$ cat config.mk
export PLATFORM = sky130hd
export DESIGN_NAME = clock_divider_ctrl
export DESIGN_NICKNAME = d
export VERILOG_FILES = /design/src/rtl/clock_divider_ctrl.sv
export SDC_FILE = /design/constraint.sdc
export NUM_CORES = 1
export LEC_CHECK = 0
export BUFFER_PORTS_ARGS = -buffer_cell sky130_fd_sc_hd__buf_2
export CORE_MARGIN = 1
export CORE_UTILIZATION = 50
export CTS_CLUSTER_SIZE = 30
export DETAILED_ROUTE_END_ITERATION = 8
export GPL_TIMING_DRIVEN = 1
export PLACE_DENSITY = 0.7
export SKIP_CTS_REPAIR_TIMING = 1
export SLEW_MARGIN = 20
export SYNTH_ARGS = -nofsm -noshare
export SYNTH_HDL_FRONTEND = slang
export SYNTH_SLANG_ARGS = --single-unit
$ cat constraint.sdc
create_clock -name cin -period 7.5 [get_ports cin]
set_clock_uncertainty 0.15 [all_clocks]
set_input_delay 0.375 -clock cin [delete_from_list [all_inputs] [get_ports cin]]
set_output_delay 0.375 -clock cin [all_outputs]
set_load 0.01 [all_outputs]
$ cat src/rtl/clock_divider_ctrl.sv
// Toggle clock divider run controller: start/stop sequencing, boundary-only reload, tick per toggle.
// All outputs registered (1 cin edge); div_load is not back-pressured, a second load while one is pending is dropped.
module clock_divider_ctrl #(
  parameter int          WIDTH       = 32,
  parameter int unsigned DEFAULT_MAX = 1
) (
  input  logic             cin,
  input  logic             rst,
  input  logic             en,
  input  logic [WIDTH-1:0] div_max,
  input  logic             div_load,
  output logic             div_ack,
  output logic             cout,
  output logic             tick,
  output logic             busy,
  output logic [WIDTH-1:0] active_max
);

  typedef enum logic [1:0] {IDLE, RUN, STOP} state_t;

  state_t           state, state_nxt;
  logic [WIDTH-1:0] counter, counter_nxt;
  logic [WIDTH-1:0] pend_val, pend_val_nxt;
  logic [WIDTH-1:0] max_nxt;
  logic             pending, pending_nxt;
  logic             cout_nxt, tick_nxt, ack_nxt, busy_nxt;
  logic             terminal, apply;

  always_ff @(posedge cin or posedge rst) begin
    if (rst) begin
      state      <= IDLE;
      counter    <= '0;
      cout       <= 1'b0;
      tick       <= 1'b0;
      div_ack    <= 1'b0;
      busy       <= 1'b0;
      active_max <= WIDTH'(DEFAULT_MAX);
      pending    <= 1'b0;
      pend_val   <= '0;
    end else begin
      state      <= state_nxt;
      counter    <= counter_nxt;
      cout       <= cout_nxt;
      tick       <= tick_nxt;
      div_ack    <= ack_nxt;
      busy       <= busy_nxt;
      active_max <= max_nxt;
      pending    <= pending_nxt;
      pend_val   <= pend_val_nxt;
    end
  end

  always_comb begin
    state_nxt    = state;
    counter_nxt  = counter;
    cout_nxt     = cout;
    tick_nxt     = 1'b0;
    ack_nxt      = 1'b0;
    max_nxt      = active_max;
    pending_nxt  = pending;
    pend_val_nxt = pend_val;
    apply        = 1'b0;
    terminal     = (counter == active_max);

    case (state)
      IDLE: begin
        counter_nxt = '0;
        cout_nxt    = 1'b0;
        apply       = pending;
        if (en) state_nxt = RUN;
      end
      RUN, STOP: begin
        if (!en && !cout) begin
          // Low phase may be cut short: output already low, so no runt.
          state_nxt   = IDLE;
          counter_nxt = '0;
        end else begin
          if (terminal) begin
            counter_nxt = '0;
            cout_nxt    = ~cout;
            tick_nxt    = 1'b1;
            apply       = pending;
          end else begin
            counter_nxt = counter + WIDTH'(1);
          end
          // A stop request during the high phase finishes that phase first.
          if (en)            state_nxt = RUN;
          else if (terminal) state_nxt = IDLE;
          else               state_nxt = STOP;
        end
      end
      default: begin
        state_nxt   = IDLE;
        counter_nxt = '0;
        cout_nxt    = 1'b0;
      end
    endcase

    // Capture needs pending clear and apply needs it set, so they never share an edge.
    if (apply) begin
      max_nxt     = pend_val;
      ack_nxt     = 1'b1;
      pending_nxt = 1'b0;
    end else if (div_load && !pending) begin
      pending_nxt  = 1'b1;
      pend_val_nxt = div_max;
    end

    busy_nxt = (state_nxt != IDLE);
  end

endmodule

Yosys cells after proc, flatten, opt, wreduce, memory -nomap -nowiden. Cells that the tools add are included.

Bitwise logic cells: 2. Div/mod/pow operators: 0. Multipliers: 0. Equality and inequality tests: 5. Reductions and logical operators: 11. Add/subtract/negate cells: 1. Mux-type cells: 20. $lt $le $gt $ge: 0. Shift operators: 0.

Operators by type and width (number): two-way mux 32 bit (3); adder 32 x 1 -> 32 bit (second input constant) (1); == test 32 bit (1); two-way mux 1 bit (11); two-way mux 2 bit (4); inequality test 2 bit (second input constant) (2); one-hot mux 2 bit (2 select lines) (1); AND reduction 2 bit (2); nonzero test 2 bit (2); logical NOT 1 bit (3); == test 2 x 1 -> 1 bit (second input constant) (1); == test 2 bit (second input constant) (1); logical AND 1 bit (2); logical NOT 2 bit (1); inverter 1 bit (2); one-hot mux 1 bit (2 select lines) (1); OR reduction 2 bit (1).

Bits in latches: 0. Register bits: 103. Memory bits (read-only): 0. Memories kept: 0. Input port bits: 36. Memory bits (writable): 0. Output and inout bits: 36. Logic and storage cells: 48.

Depth between registers and ports, before layout.
Word-level depth: 6. Depth in mapped cells: 8. Mapped depth without buffers: 6.

Worst setup path before layout. No wires, ideal clock.

Path type: reg-to-reg. Start point: register active_max[13]. End point: register active_max[0]. Path slack: 5454 ps. Path buffers: 2. Setup time: 81 ps. Arrival time: 1815 ps. Required time: 7269 ps. Stages on the path, launching flop included: 8. Period minus slack after synthesis: 2046 ps. Path through: dfrtp_1 > xor2_1 > nor4_1 > nand4_2 > or2_1 > buf_6 > buf_8 > o211ai_1.

Word-level cells in the longest chain between the ends: 4.

RTL lines: start, declared (line 16) `output logic [WIDTH-1:0] active_max`; start signal, assigned (line 37) `active_max <= WIDTH'(DEFAULT_MAX);`; start signal, assigned (line 47) `active_max <= max_nxt;`; == test 32 bit (line 63) `terminal = (counter == active_max);`; two-way mux 1 bit (line 78) `if (terminal) begin`; two-way mux 1 bit (line 73) `if (!en && !cout) begin`; one-hot mux 1 bit (2 select lines) (line 65) `case (state)`.

No other way between the ends. A chain may end at the register's enable or synchronous reset.

Worst setup path in the final report.
Start point: register active_max[22]. End point: register counter[1].

Word-level cells in the longest chain between the ends: 4.

RTL lines: == test 32 bit (line 63); two-way mux 32 bit (line 78); two-way mux 32 bit (line 73); two-way mux 32 bit (line 65); net counter_nxt[1] (line 22) `logic [WIDTH-1:0] counter, counter_nxt;`; end signal, assigned (line 42) `counter <= counter_nxt;`; end, declared (line 22).

The timed path passes the listed nets, and every way through them passes these cells.

==> flow_summary.ini <==
[critical_path]
critPathCaptureType = register
path_cells = xor2_1 > nor4_1 > nand4_2 > buf_4 > or2_1 > buf_4 > and3_2
cp_slowest_cell = nor4_1
crit_cells = 7
worst_ep_arrival_time_ns = 3.11
worstPathRequired_ns = 7.59
critPathKind = register to register
critPathBufInv = 2
startpoint_type = register
cpLargestDelayFamily = simple AND/OR/NAND/NOR gates
crit_top_cell = buf_4
slowest_delay_ns = 0.62
path_max_fanout = 37
reg2regPathDepth = 7

[global_routing]
grt_max_degree = 68
antenna_found_initial = 0
overflow = 0
grt_pass1_vias = 4352
grt_util_all_layers_pct = 24.31
grt_first_pass_wirelength_mm = 23.49

[run_status]
status = complete, no violations

[timing]
finalSetupViolCount = 0
maxSlewHeadroom_pct = 29.20
rsz0062_at_grt = false
slew_violations = 0
max_freq_ghz = 0.3311
fin_setup_tns_ns = 0
fin_crit_ns = 3.020
hold_viol = 0
timing.final.crit_share_pct = 40.27
max_slew.worst_pin.slew_ns = 1.048

[pwr]
power_density_mw_per_mm2 = 389.3
p_leak_uw = 0.002636
internal_power_uw = 1534
power.share.clock_pct = 18.5
pwr-share-seq_pct = 36.9
swShare_pct = 39.37
ir_worst_vdd_mv = 0.2536
power_frac_comb_pct = 44.6
power_uw = 2530
switching_power_uw = 996.2

[clock_tree]
cts_inserted_buffers = 9
htreeDepth = 3
insertion_delay_ns = 0.35
cts.path.max_buffers = 2
cts-root-buf = clkbuf_16
clock_sinks = 103
cts.clk_slew.worst_paths_ns = 0.07
cts_tree = done

[die]
die_h_um = 110.5
dieArea_sq_mm = 0.01220
start_util_pct = 51.51
fp-row-count = 39
ios = 72
dieWidth_um = 110.5
core_area_sq_mm = 0.01142

[synthesis]
synth.ff_latch_count = 103
seq_area_frac_synth_pct = 43.84
yosys_warnings = 0
post-synth-top-count-cell = dfrtp_1
synth_top_area_share_pct = 43.40
syn_area_per_cell_sq_um = 10.56
syn_inst = 557
synth_enable_flop_cells = 0
syn_nets = 596
synth.top_cells.by_count = dfrtp_1, xor2_1, nand3_1
ys.flop_type = dfrtp_1
synthArstFlopShare_pct = 100.0
synth_top_cell_by_area = dfrtp_1
ys_top_cells_by_area = dfrtp_1, xor2_1, mux2_2
synth_area_sq_mm = 0.005882
yosysUniqueCellTypes = 46

[hold_path]
min_path_type = primary input to register
hold_depth = 2

[detailed_routing]
post-route-drc-count = 0
via_count = 4538
drt-total-wl_mm = 14.34
drt_first_pass_iters = 4
ant_nets = 0
via_per_inst = 6.027
dr.first_iter.drc_count = 332
detail_route.wl_per_cell_um = 19.05

[run]
cap_viol_max_count = 0

[cells_and_area]
final_util_pct = 56.93
drive_above_1_share_pct = 32.30
nets = 644
insertedDiodeCount = 0
area_growth_pct = 10.51

[placement]
hpwl_mm = 9.694
port-buffer-count = 71
gp_congestion = 0.8771
worst register-to-register path, cell delays in order, from the launching register on:
cell     delay [ns]
dfrtp_1        0.44
xor2_1         0.19
nor4_1         0.62
nand4_2        0.19
buf_4          0.28
or2_1          0.48
buf_4          0.32
and3_2         0.24
registers in the layout, summed over array words and instances, names as in the netlist:
| name | cells |
|---|---|
| active_max | 32 |
| busy | 1 |
| counter | 32 |
| cout | 1 |
| div_ack | 1 |
| pend_val | 32 |
| pending | 1 |
| state | 2 |
| tick | 1 |
power by group through the flow:
| stage | Sequential [uW] | Combinational [uW] | Clock [uW] |
|---|---|---|---|
| final | 933 | 1130 | 469 |
| after global routing | 954 | 1240 | 504 |
| after CTS | 929 | 1110 | 480 |
| after detailed placement | 939 | 1110 | 0 |
| after global placement | 929 | 1070 | 0 |
| after floorplan | 892 | 882 | 0 |
placed cells by master, fill, tap and decap left out, drive strengths merged, types with 9 or more instances in the layout:
master  instances
nand2          11
xnor2          12
buf            82
nand4          11
nor2           33
o211ai         32
o21ai          37
and3           38
xor2           50
nor4            9
and2b          30
nand3          42
a221oi         32
clkbuf         12
mux2           32
dfrtp         102
cells by family (layout without fill, tap and decap cells):
kind of cell | count (synthesis) | count (layout) | share of synthesized area [%]
xor+xnor | 62 | 62 | 9.360
mux | 32 | 32 | 6.126
flops | 103 | 103 | 43.84
simple gates | 197 | 197 | 21.00
buf+inv | 51 | 104 | 6.105
fa+ha+maj | 3 | 3 | 0.6382
compound gates | 109 | 109 | 12.93
layout make-up:
type | instances | area [sq um]
fillers | 1037 | 4918
multi-input cells | 403 | 2958
flip-flops and latches | 103 | 2579
repair buffers | 83 | 460.4
clock buffers | 12 | 266.5
well taps | 143 | 178.9
clock inverters | 4 | 36.28
inverters | 5 | 21.27
worst paths after layout:
path / start / to / slack (ns)
worst min-delay path: div_max[29] / pend_val[29] / 0.1
max in group asynchronous: rst / counter[13] / 5.52
worst max-delay path: active_max[22] / counter[1] / 4.48
min in group asynchronous: rst / counter[25] / 0.47
worst min register to register: pend_val[25] / pend_val[25] / 0.38
worst max register to register: active_max[22] / counter[1] / 4.48
layer usage:
layer / track usage (%) / share of wire (%)
met2: 35.57 / 47
met4: 10.49 / 3.1
met5: 0 / 0
met3: 5.104 / 5.3
met1: 34.82 / 45
through the flow:
stage                     std cells  hold slack (ns)  setup WS [ns]  cell area (sq um)
after floorplan                 557           0.3260          4.273               5882
after global placement          735           0.3136          4.718               6167
final                           753          0.09956          4.480               6500
after detailed placement        735           0.3161          4.630               6167
after CTS                       751         -0.06159          4.509               6470
after global routing            753          0.08744          4.452               6500
(Power assumes the default switching activity.)
